--- config.mk ---
export PLATFORM = sky130hd
export DESIGN_NAME = uart_rx_capture
export DESIGN_NICKNAME = d
export VERILOG_FILES = /design/src/rtl/uart_rx_capture.sv
export SDC_FILE = /design/constraint.sdc
export NUM_CORES = 1
export LEC_CHECK = 0
export BUFFER_PORTS_ARGS = -buffer_cell sky130_fd_sc_hd__buf_4
export CORE_MARGIN = 4
export CORE_UTILIZATION = 40
export DETAILED_ROUTE_END_ITERATION = 8
export PLACE_DENSITY = 0.63
export SLEW_MARGIN = 20
export SYNTH_ARGS = -nofsm -noshare
export SYNTH_HDL_FRONTEND = slang
export SYNTH_SLANG_ARGS = --single-unit
--- constraint.sdc ---
create_clock -name clk -period 3.71 [get_ports clk]
set_input_delay 0.371 -clock clk [delete_from_list [all_inputs] [get_ports clk]]
set_output_delay 0.371 -clock clk [all_outputs]
set_load 0.03 [all_outputs]
--- src/rtl/uart_rx_capture.sv ---
// 8N1 UART receiver with a first-word-fall-through byte FIFO.
// The line is synchronised, sampled mid-bit by a single bit timer, and complete
// frames are pushed into the FIFO. A stop bit sampled low reports a frame error
// and parks the receiver until the line returns high.
module uart_rx_capture #(
  parameter int unsigned CYCLES_PER_BIT = 1736,
  parameter int unsigned FIFO_DEPTH     = 16
) (
  input  logic                          clk,
  input  logic                          rst,
  input  logic                          rxd,
  output logic [7:0]                    rx_data,
  output logic                          rx_valid,
  input  logic                          rx_ready,
  output logic [$clog2(FIFO_DEPTH):0]   rx_count,
  output logic                          frame_err,
  output logic                          overflow,
  input  logic                          overflow_clr
);

  localparam int unsigned TW = $clog2(CYCLES_PER_BIT);
  localparam int unsigned AW = $clog2(FIFO_DEPTH);

  localparam logic [TW-1:0] HalfLoad  = TW'(CYCLES_PER_BIT / 2 - 1);
  localparam logic [TW-1:0] FullLoad  = TW'(CYCLES_PER_BIT - 1);
  localparam logic [AW:0]   CountFull = (AW + 1)'(FIFO_DEPTH);

  typedef enum logic [2:0] {StIdle, StStart, StData, StStop, StBreak} state_e;

  state_e        r_state;
  logic          r_sync1, r_sync2;
  logic [TW-1:0] r_timer;
  logic [2:0]    r_bit_idx;
  logic [7:0]    r_shift;
  logic          r_frame_err;
  logic          r_overflow;

  logic [7:0]    r_mem [FIFO_DEPTH];
  logic [AW-1:0] r_wr_ptr, r_rd_ptr;
  logic [AW:0]   r_count;

  logic w_rxd_s, w_tick, w_valid, w_pop, w_push_req, w_push, w_drop;

  assign w_rxd_s    = r_sync2;
  assign w_tick     = (r_timer == '0);
  assign w_valid    = (r_count != '0);
  assign w_pop      = w_valid && rx_ready;
  // A completed frame with a good stop bit offers a byte to the FIFO.
  assign w_push_req = (r_state == StStop) && w_tick && w_rxd_s;
  // When full, a same-cycle pop frees the slot the push lands in.
  assign w_push     = w_push_req && ((r_count != CountFull) || w_pop);
  assign w_drop     = w_push_req && !w_push;

  assign rx_valid  = w_valid;
  assign rx_count  = r_count;
  assign rx_data   = w_valid ? r_mem[r_rd_ptr] : 8'h00;
  assign frame_err = r_frame_err;
  assign overflow  = r_overflow;

  // Two-flop synchroniser for the asynchronous serial line (idles high).
  always_ff @(posedge clk) begin
    if (rst) begin
      r_sync1 <= 1'b1;
      r_sync2 <= 1'b1;
    end else begin
      r_sync1 <= rxd;
      r_sync2 <= r_sync1;
    end
  end

  // Receive FSM: start detect, mid-bit sampling, stop check and break hold-off.
  always_ff @(posedge clk) begin
    if (rst) begin
      r_state     <= StIdle;
      r_timer     <= '0;
      r_bit_idx   <= '0;
      r_shift     <= '0;
      r_frame_err <= 1'b0;
    end else begin
      r_frame_err <= 1'b0;
      if (!w_tick) r_timer <= r_timer - 1'b1;
      case (r_state)
        StIdle: begin
          if (!w_rxd_s) begin
            r_timer <= HalfLoad;
            r_state <= StStart;
          end
        end
        StStart: begin
          if (w_tick) begin
            if (!w_rxd_s) begin
              r_timer   <= FullLoad;
              r_bit_idx <= '0;
              r_state   <= StData;
            end else begin
              r_state <= StIdle;  // glitch shorter than half a bit
            end
          end
        end
        StData: begin
          if (w_tick) begin
            r_shift   <= {w_rxd_s, r_shift[7:1]};
            r_timer   <= FullLoad;
            r_bit_idx <= r_bit_idx + 1'b1;
            if (r_bit_idx == 3'd7) r_state <= StStop;
          end
        end
        StStop: begin
          if (w_tick) begin
            if (w_rxd_s) begin
              r_state <= StIdle;
            end else begin
              r_frame_err <= 1'b1;
              r_state     <= StBreak;
            end
          end
        end
        StBreak: begin
          if (w_rxd_s) r_state <= StIdle;
        end
        default: r_state <= StIdle;
      endcase
    end
  end

  // Byte FIFO storage, pointers and occupancy.
  always_ff @(posedge clk) begin
    if (rst) begin
      r_wr_ptr <= '0;
      r_rd_ptr <= '0;
      r_count  <= '0;
    end else begin
      if (w_push) begin
        r_mem[r_wr_ptr] <= r_shift;
        r_wr_ptr        <= r_wr_ptr + 1'b1;
      end
      if (w_pop) r_rd_ptr <= r_rd_ptr + 1'b1;
      case ({w_push, w_pop})
        2'b10:   r_count <= r_count + 1'b1;
        2'b01:   r_count <= r_count - 1'b1;
        default: r_count <= r_count;
      endcase
    end
  end

  // Sticky overflow flag; a drop in the same cycle as a clear keeps it set.
  always_ff @(posedge clk) begin
    if (rst) begin
      r_overflow <= 1'b0;
    end else if (w_drop) begin
      r_overflow <= 1'b1;
    end else if (overflow_clr) begin
      r_overflow <= 1'b0;
    end
  end

endmodule

==> results by group, run 1 <==
Run status
  – Status: finished clean

Global route
  – Initial antenna violation count: 0
  – First-pass GRT wire length: approximately 24,000 um
  – GRT Overall Usage: 15.2%
  – GR Overflow Total: 0
  – Largest net degree at the start of global routing: between 50 and 60
  – Number of global-route vias before repair: 4,231

Route
  – Post-DRT Antenna Nets: 0
  – Wire length per cell: 19.2 um
  – Vias after detailed routing: between 4k and 5k
  – TritonRoute pass-1 iters: 4
  – Initial DRC count: 297
  – # DRC: 0
  – Vias per cell: 5.49
  – WL final: 14,500 um

Clock network
  – Setup Buffers After CTS: 0
  – H-tree Lvls: 4
  – Clock transition at path regs: ~60 ps
  – TritonCTS Buffers: 17
  – # clock sinks: 174
  – Post-CTS sizing: 0
  – Clk buf depth: 2
  – Hold bufs inserted after CTS: 0
  – Clock tree from TritonCTS: yes
  – Clk Latency, worst-skew pair: 420 ps
  – Root buf cell: clkbuf_16

Pwr
  – Power Density: 520 nW/um2
  – Peak supply drop: 367 uV
  – Pleak: 2.81 nW

Floorplan
  – Die Ht: 143 um
  – Initial Utilization: 40.7%
  – Die Area: 20,500 um2
  – Core ar.: about 18,000 um2
  – Die Span X: 143 um
  – IO Count: 21
  – Rows: just under 50

Yosys
  – Post-synth cell types: between 50 and 60
  – Seq cells post-synth: between 150 and 200
  – Async SR Flop Fraction: 0%
  – Post-Syn Area: 7310 um2
  – Yosys warning count: 0
  – Mapped Avg Cell Area: 15.0 um2
  – Syn_nets: 507
  – Largest area contributor in the synthesized netlist: edfxtp_1
  – Synth area leaders: edfxtp_1 53%, dfxtp_1 13%, mux4_2 9.9%, nor2_1 2.7%, mux2i_1 2.6%
  – Post-synth EDFFs: 128
  – Sequential-to-total area share from yosys stat: 65.2%
  – Yosys top cell area share: between 50% and 60%
  – Cells after Synth: 487
  – Most common flop cell mapped by yosys: edfxtp_1

Setup path
  – Critical path capture point type: flop
  – CP required: about 4000 ps
  – CP Launch Point: rx_count[0]
  – Worst R2R Start: rx_count[0]
  – Critical Path Start Type: flop
  – CP Data Arrival Time: 3710 ps
  – Crit Path Max Fanout: 7
  – Setup CP Type: reg -> reg

Timing
  – Endpoints failing setup: 0
  – RSZ-0062 raised after global routing: no
  – Actual transition at the worst max-transition pin: 860 ps
  – Final hold vios: 0
  – Max frequency: roughly 300 MHz
  – TNS Setup: 0 ps
  – Final slew viol count: 0
  – Final period utilization: 91.8%
  – Post-route minimum period: 3410 ps
  – Max-slew headroom: 42.5%
  – Clk_skew: 9.01 ps

Layout
  – Layout Cells excl Fill: approximately 760
  – Nets: 534
  – Antenna fix cells: 0
  – Most common cell after layout, fill and taps aside: edfxtp_1
  – Multi-input logic area: 2360 um2
  – Fill cells: 1,563
  – FF+latch area: 4770 um2
  – Share of layout cells above drive strength 1: 20.5%
  – Area Overhead vs Synth: 13.4%
  – Most frequent cells in the layout: 128 x edfxtp_1, 52 x nor2_1, 45 x dfxtp_1, 39 x buf_4, 32 x mux4_2

Hold path
  – Hold Crit Class: in -> reg
  – Hold_sp: rxd

Placed design
  – HPWL after DPL: 9230 um
  – Placer Congestion: 0.864
  – Placed Instances: 724
  – Port bufs: 20

Flow run
  – Max-cap viol count: 0
## critical path, stage by stage, from the launching register on
cell      delay [ps]
dfxtp_1          350
or4_1            670
o21a_1           310
nand2_1          210
ha_1             320
inv_1            110
fa_1             420
nand2b_1         180
a21oi_1          170
mux2i_1          210
mux2_2           340
## cells by family after synthesis
logic type,count (synthesis),synth area share (%)
compound gates,72,6.85
xor+xnor,7,0.839
fa+ha+maj,15,2.67
buf+inv,43,2.48
flops,174,65.2
mux,52,12.6
simple gates,124,9.33
## flip-flops by register name, indices dropped and copies added (netlist names), named ones only
register,cells
overflow,1
r_sync1,1
r_state,3
r_mem,128
r_wr_ptr,4
r_sync2,1
r_shift,8
r_bit_idx,3
rx_count,5
r_timer,11
r_rd_ptr,4
frame_err,1
## Yosys cell counts, types with 4 or more instances
cell type,number
a211oi_1,16
a21oi_1,15
buf_2,5
clkbuf_1,22
dfxtp_1,46
edfxtp_1,128
ha_1,14
inv_1,11
mux2i_1,19
mux4_2,32
nand2_1,7
nand2b_1,9
nand4_1,4
nor2_1,52
nor2b_1,10
nor4_1,10
o21ai_0,8
o31ai_1,4
or2_2,4
or3_1,4
or4_1,5
xor2_1,5
## power breakdown
part           internal, mW  switching (mW)
Combinational         0.210           0.268
Clock                 0.922           0.700
Sequential             2.12          0.0871
## stage by stage
stage	setup WS (ps)	cell area [um2]	util, %	hold WS [ps]	power (mW)
final	305	8290	46.1	141	4.30
after global routing	167	8290	46.1	124	4.51
after CTS	367	8290	46.1	127	4.34
after detailed placement	364	7750	43.2	410	2.72
after global placement	525	7750	43.2	404	2.70
after floorplan	564	7310	-	389	2.63
## per-layer routing
| metal | wire, um | vias to the layer above | share of wire, % | track usage [%] |
|---|---|---|---|---|
| met3 | 653 | 13 | 4.5 | 3.68 |
| met1 | 6810 | 2095 | 47 | 21.6 |
| met2 | 6850 | 88 | 47 | 23.6 |
| met5 | 0 | - | 0 | 0 |
| met4 | 191 | 0 | 1.3 | 4.10 |
| li1 | - | 1949 | - | - |
## final cells by class
type,count,area share [%]
inverters,12,0.574
multi-input cells,270,28.5
well taps,229,3.46
flip-flops and latches,174,57.5
repair buffers,39,3.53
clock buffers,22,5.36
clock inverters,9,1.06
## worst paths after layout
kind	slack [ps]	cells past startpoint	endpoint
max	300	10	rx_count[4]
min reg2reg	420	1	r_sync2
min	140	2	r_sync1
max reg2reg	300	10	rx_count[4]
No activity file was read; power rests on OpenSTA's default activity.
==> run 2: changes to the inputs <==
CORE_UTILIZATION = 35   (was 40)
HOLD_SLACK_MARGIN = 0.08   (was not set)
PLACE_DENSITY = not set   (was 0.63)
==> run 2 against run 1 <==
Against the previous run:
- die area is 13% higher
- clock skew is 2.1 ps lower
- highest routed layer unchanged
- register-to-register slack better by 60 ps
- hold slack worse by 1.3 ps
- critical endpoint unchanged
- sequential share of layout area is 0.22 points lower
==> results by group, run 2 (same netlist as run 1, synthesis figures left out) <==
Layout
  – Area Overhead vs Synth: 13.8%
  – Top reg by flops: r_mem
  – Fill cells: 1,874 (+20%)
  – Antenna fix cells: 0 (unchanged)
  – Nets: 530 (-0.75%)
  – Share of layout cells above drive strength 1: 20.3% (-0.19 points)
  – Largest registers: r_mem: 128 flops, r_timer: 11 flops, r_shift: 8 flops
  – FF+latch area: 4770 um2 (unchanged)
  – Max reg flops: 128 (unchanged)
  – Most frequent cells in the layout: 128 x edfxtp_1, 52 x nor2_1, 45 x dfxtp_1, 35 x buf_4, 32 x mux4_2
  – Multi-input logic area: 2360 um2 (unchanged)
  – Most common cell after layout, fill and taps aside: edfxtp_1
  – Final core utilization: 40.8% (-5.3 points)

Clock network
  – TritonCTS Buffers: 17 (unchanged)
  – Clock transition at path regs: 60 ps (about the same)
  – Hold bufs inserted after CTS: 0 (unchanged)
  – Post-CTS sizing: 0 (unchanged)
  – Root buf cell: clkbuf_16
  – Setup Buffers After CTS: 0 (unchanged)
  – # clock sinks: 174 (unchanged)
  – Clk Latency, worst-skew pair: 420 ps (about the same)
  – Clock tree from TritonCTS: yes
  – Clk buf depth: 2 (unchanged)
  – H-tree Lvls: 4 (unchanged)

Timing
  – Max frequency: 299 MHz (+1.8%)
  – RSZ-0062 raised after global routing: no
  – WHS: 140 ps (-1.29 ps)
  – TNS Setup: 0 ps (unchanged)
  – Max-slew headroom: 38.4% (-4.1 points)
  – Endpoints failing setup: 0 (unchanged)
  – Final period utilization: 90.2% (-1.6 points)
  – Final hold vios: 0 (unchanged)
  – Clk_skew: 6.91 ps (-2.11 ps)
  – Final slew viol count: 0 (unchanged)
  – Actual transition at the worst max-transition pin: 921 ps (+61.4 ps)
  – Post-route minimum period: 3350 ps (-59.1 ps)

Floorplan
  – IO Count: 21 (unchanged)
  – Die Span X: 152 um (+6.5%)
  – Rows: 52 (+6.1%)
  – Die Area: 23,300 um2 (+13%)
  – Initial Utilization: 35.9% (-4.8 points)
  – Die Ht: 152 um (+6.5%)
  – Core ar.: 20,400 um2 (+13%)

Setup path
  – R2R Path End: rx_count[4]
  – Setup CP Type: reg -> reg
  – Crit path largest cell delay: 660 ps (about the same)
  – WP buf/inv: 1 (unchanged)
  – Critical path capture point type: flop
  – CP required: 4020 ps (about the same)
  – CP Data Arrival Time: 3650 ps (-60 ps)
  – Worst path slowest cell: or4_1
  – Critical path's top delay family: simple AND/OR/NAND/NOR gates
  – Crit Path Max Fanout: 7 (unchanged)
  – R2R Setup Slk: 360 ps (+60 ps)
  – Critical Path Start Type: flop
  – Worst R2R Start: rx_count[0]
  – R2R depth: 10 (unchanged)
  – Worst path cell trace: or4_1, o21a_1, nand2_1, ha_1, inv_1, fa_1, nand2b_1, a21oi_1, mux2i_1, mux2_2

Hold path
  – Hold Path Sink: r_sync1
  – Hold_sp: rxd
  – Hold Crit Class: in -> reg
  – Hold depth: 2 (unchanged)

Run status
  – Status: finished clean

Route
  – Initial DRC count: 259 (-13%)
  – TritonRoute pass-1 iters: 4 (unchanged)
  – WL final: 13,900 um (-3.9%)
  – Post-DRT Antenna Nets: 0 (unchanged)
  – Vias after detailed routing: 4,029 (-2.8%)
  – Vias per cell: 5.09 (-7.2%)
  – # DRC: 0 (unchanged)
  – Wire length per cell: 17.6 um (-8.3%)

Placed design
  – Port bufs: 20 (unchanged)
  – Placer Congestion: 0.839 (-2.8%)
  – HPWL after DPL: 9000 um (-2.5%)

Global route
  – GR Overflow Total: 0 (unchanged)
  – GRT Overall Usage: 12.5% (-2.7 points)
  – Largest net degree at the start of global routing: 52 (unchanged)
  – First-pass GRT wire length: 22,600 um (-4.4%)
  – Initial antenna violation count: 0 (unchanged)
  – Number of global-route vias before repair: 4,096 (-3.2%)

Pwr
  – Pleak: 2.80 nW (-0.37%)
  – Power Density: 519 nW/um2 (-0.14%)
  – Tot Pwr: 4.31 mW (+0.24%)
  – Peak supply drop: 451 uV (+23%)

Flow run
  – Max-cap viol count: 0 (unchanged)
## run 2: cell types whose count changed in the layout (fill, tap and decap cells not counted)
cell        previous run  this run
buf_4                 39        35
clkbuf_1               5         0
clkinv_1               1         3
clkinv_4               1         3
clkinvlp_4             3         2
inv_8                  0         1
## run 2: report_power, final
| group | leakage [nW] | internal [mW] | total [mW] | switching, mW |
|---|---|---|---|---|
| clock | 0.260 | 0.918 | 1.64 | 0.718 |
| sequential | 1.56 | 2.12 | 2.21 | 0.0884 |
| combinational | 0.976 | 0.209 | 0.472 | 0.264 |
## run 2: metal layers
metal  vias up  global-route usage [%]  wire (um)
met5         -                       0          0
met4         0                    3.69        177
met3        13                    3.72        660
met2        77                    19.6       6740
met1      1996                    16.9       6360
li1       1943                       -          -
## run 2: through the flow
stage                     worst slack (ps)  area, um2  instances
after floorplan                        564       7310        487
after global placement                 507       7770        761
after detailed placement               400       7770        761
after CTS                              387       8320        791
after global routing                   167       8320        791
final                                  364       8320        791
## run 2: worst reg2reg max path, cell delays in order (launching register included)
cell and delay [ps]:
dfxtp_1 360, or4_1 660, o21a_1 300, nand2_1 190, ha_1 280, inv_1 100
fa_1 410, nand2b_1 170, a21oi_1 180, mux2i_1 240, mux2_2 350
## run 2: worst max-delay path by stage
stage | from | to | slack [ps] | cells after the start
2_1_floorplan | rx_count[0] | rx_count[4] | 560 | 11
3_3_place_gp | rx_count[0] | rx_count[4] | 510 | 10
3_5_place_dp | rx_count[0] | rx_count[4] | 400 | 10
4_1_cts | rx_count[0] | rx_count[4] | 390 | 10
5_1_grt | rx_count[0] | rx_count[4] | 170 | 10
6_report | rx_count[0] | rx_count[4] | 360 | 10
## run 2: layout make-up
class	count	share of cell area, %
well taps	270	4.06
repair buffers	35	3.16
multi-input cells	270	28.4
clock buffers	17	5.12
inverters	12	0.572
clock inverters	13	1.40
flip-flops and latches	174	57.3
==> run 3: changes to the inputs <==
ABC_AREA = 1   (was not set)
==> run 3 against run 2 <==
Against the previous run:
- die area is 3.7% higher
- non-clock buffer count is 10 lower
- critical path type is now reg -> out
- final cell count is 32% higher
- wire length is 23% higher
- area after synthesis is 3.9% higher
- worst setup slack better by 620 ps
- total power is 46% higher
- sequential share of layout area is 1.4 points lower
- hold slack worse by 8.0 ps
- via count is 29% higher
- maximum frequency is 23% higher
- highest routed layer unchanged
==> results by group, run 3 <==
Yosys
  – Most common flop cell mapped by yosys: edfxtp_1
  – Syn_nets: 760 (+50%)
  – Synth area leaders: edfxtp_1 51%, dfxtp_1 12%, nand2_1 9.0%, nand3_1 7.9%, a21oi_1 2.8%
  – Cells after Synth: 740 (+52%)
  – Yosys warning count: 0 (unchanged)
  – Sequential-to-total area share from yosys stat: 62.8% (-2.4 points)
  – Largest area contributor in the synthesized netlist: edfxtp_1
  – Yosys top cell area share: 50.6% (-2.0 points)
  – Leading cell types by count after synthesis: 183 x nand2_1, 128 x edfxtp_1, 120 x nand3_1
  – Post-synth cell types: 41 (-29%)
  – Most common cell in the netlist: nand2_1
  – Async SR Flop Fraction: 0% (unchanged)
  – Mapped Avg Cell Area: 10.3 um2 (-32%)
  – Post-Syn Area: 7590 um2 (+3.9%)
  – Seq cells post-synth: 174 (unchanged)
  – Post-synth EDFFs: 128 (unchanged)

Setup path
  – R2R Setup Slk: 1020 ps (+660 ps)
  – Critical path capture point type: output pin
  – CP required: 3340 ps (-680 ps)
  – Setup CP Type: reg -> out
  – Crit path top cell by count: nand3_1
  – Worst path slowest cell: inv_2
  – WP buf/inv: 3 (+2)
  – CP Data Arrival Time: 2350 ps (-1300 ps)
  – Crit Path Max Fanout: 35 (+28)
  – Crit path depth: 8 (-2)
  – R2R depth: 16 (+6)
  – Critical path's top delay family: buffers and inverters
  – Crit path largest cell delay: 420 ps (-240 ps)
  – Worst path cell trace: inv_2, buf_12, nand2_1, nand3_1, nand3_1, a21oi_1, o21a_1, buf_4
  – Critical Path Start Type: flop

Hold path
  – Hold depth: 2 (unchanged)
  – Hold Crit Class: in -> reg

Global route
  – GR Overflow Total: 0 (unchanged)
  – First-pass GRT wire length: 27,300 um (+21%)
  – Largest net degree at the start of global routing: 65 (+25%)
  – Initial antenna violation count: 0 (unchanged)
  – Number of global-route vias before repair: 4,881 (+19%)
  – GRT Overall Usage: 14.5% (+2.1 points)

Clock network
  – Setup Buffers After CTS: 0 (unchanged)
  – TritonCTS Buffers: 17 (unchanged)
  – Clk buf depth: 2 (unchanged)
  – Clk Latency, worst-skew pair: 430 ps (about the same)
  – Root buf cell: clkbuf_16
  – H-tree Lvls: 4 (unchanged)
  – Clock transition at path regs: 70 ps (about the same)
  – Post-CTS sizing: 0 (unchanged)
  – Hold bufs inserted after CTS: 0 (unchanged)
  – Clock tree from TritonCTS: yes
  – # clock sinks: 174 (unchanged)

Route
  – Wire length per cell: 16.5 um (-6.4%)
  – TritonRoute pass-1 iters: 5 (+1)
  – DR top layer: met4
  – Met1 WL: 8110 um (+27%)
  – Wire length on met2: 7880 um (+17%)
  – WL final: 17,200 um (+23%)
  – Vias after detailed routing: 5,199 (+29%)
  – # DRC: 0 (unchanged)
  – Post-DRT Antenna Nets: 0 (unchanged)
  – DR WL met3: 869 um (+32%)
  – Vias per cell: 4.99 (-1.9%)
  – Initial DRC count: 357 (+38%)

Layout
  – Most common cell after layout, fill and taps aside: nand2_1
  – Most frequent cells in the layout: 183 x nand2_1, 128 x edfxtp_1, 120 x nand3_1, 46 x nor2_1, 45 x dfxtp_1
  – Nets: 773 (+46%)
  – Max reg flops: 128 (unchanged)
  – Fill cells: 2,043 (+9.0%)
  – Top reg by flops: r_mem
  – Layout Cells excl Fill: 1,041 (+32%)
  – Share of layout cells above drive strength 1: 11.6% (-8.7 points)
  – Final core utilization: 40.3% (-0.54 points)
  – Largest registers: r_mem: 128 flops, r_timer: 11 flops, r_shift: 8 flops
  – Antenna fix cells: 0 (unchanged)
  – Area Overhead vs Synth: 12.3%

Placed design
  – Post-place setup slack: 1110 ps (+708 ps)
  – Placed Instances: 1,009 (+33%)
  – HPWL after DPL: 10,600 um (+18%)
  – Placer Congestion: 0.833 (-0.71%)
  – Port bufs: 20 (unchanged)

Timing
  – Final period utilization: 73.5% (-17 points)
  – Max-slew headroom: 35.5% (-2.9 points)
  – Max frequency: 367 MHz (+23%)
  – TNS Setup: 0 ps (unchanged)
  – RSZ-0062 raised after global routing: no
  – Actual transition at the worst max-transition pin: 965 ps (+43.4 ps)
  – Final slew viol count: 0 (unchanged)
  – Clk_skew: 8.61 ps (+1.70 ps)
  – Endpoints failing setup: 0 (unchanged)
  – WHS: 132 ps (-8.05 ps)
  – Post-route minimum period: 2730 ps (-621 ps)
  – Setup ws final: 985 ps (+621 ps)
  – Final hold vios: 0 (unchanged)

Pwr
  – Pleak: 3.25 nW (+16%)
  – Flop pwr share: 36.1% (-15 points)
  – Power Density: 741 nW/um2 (+43%)
  – Combinational Power Share: 37.7% (+27 points)
  – Switching Share: 39.4% (+15 points)
  – Peak supply drop: 480 uV (+6.5%)
  – P_int: 3.83 mW (+18%)
  – Switch Pwr: 2.49 mW (+130%)
  – Clk pwr share: 26.2% (-12 points)

Flow run
  – Max-cap viol count: 0 (unchanged)

Floorplan
  – Die Span X: 155 um (+1.8%)
  – Rows: 53 (+1.9%)
  – Die Ht: 155 um (+1.8%)
  – IO Count: 21 (unchanged)
  – Initial Utilization: 35.9% (about the same)
  – Die Area: 24,100 um2 (+3.7%)
  – Core ar.: 21,200 um2 (+3.9%)

Run status
  – Status: finished clean
run 3: final timing paths:
check               from          end
max                 flop   rx_data[4]
min                  rxd      r_sync1
max reg2reg  rx_count[0]  rx_count[4]
min reg2reg      r_sync1      r_sync2
run 3: worst register-to-register path, stage by stage, from the launching register on:
cell and delay, ps:
dfxtp_1 410, nor2_1 90, nand2_1 70, or2_1 380
nand2_2 120, inv_2 150, ha_1 310, inv_1 90
fa_1 410, inv_1 70, nand2_1 40, nand2_1 50
nand2_1 70, a21o_1 160, nand2_1 50, nand2_1 50
a21oi_1 130
run 3: through the flow:
step / instance area (um2) / power [mW]
6_report: 8530 / 6.32
5_1_grt: 8530 / 6.73
4_1_cts: 8530 / 6.36
3_5_place_dp: 7990 / 4.71
3_3_place_gp: 7990 / 4.69
2_1_floorplan: 7590 / 4.02
run 3: layout make-up:
class | instances | area [um2] | share of cell area (%)
clock inverter | 15 | 111 | 1.31
inverter | 44 | 171 | 2.01
tap | 275 | 344 | 4.04
multi-input combinational | 491 | 2510 | 29.4
sequential | 174 | 4770 | 55.9
timing repair buffer | 25 | 200 | 2.35
clock buffer | 17 | 425 | 4.99
run 3: per-layer routing:
metal	global-route usage (%)	up-vias
met3	3.42	24
met2	22.4	133
met5	0	-
li1	-	2582
met1	20.4	2460
met4	4.67	0
run 3: cells by family (layout without fill, tap and decap cells):
group	count (synthesis)	after routing	share of synthesized area [%]
simple gates	387	387	23.6
fa+ha+maj	15	15	2.57
buf+inv	75	101	4.20
compound gates	78	78	5.62
xor+xnor	11	11	1.27
flops	174	174	62.8
run 3: power by group through the flow:
stage | clock, mW | sequential [mW] | combinational (mW)
global route | 1.78 | 2.29 | 2.65
CTS | 1.68 | 2.28 | 2.41
floorplan | 0 | 2.34 | 1.68
detailed placement | 0 | 2.32 | 2.39
finish | 1.66 | 2.28 | 2.38
global placement | 0 | 2.31 | 2.38
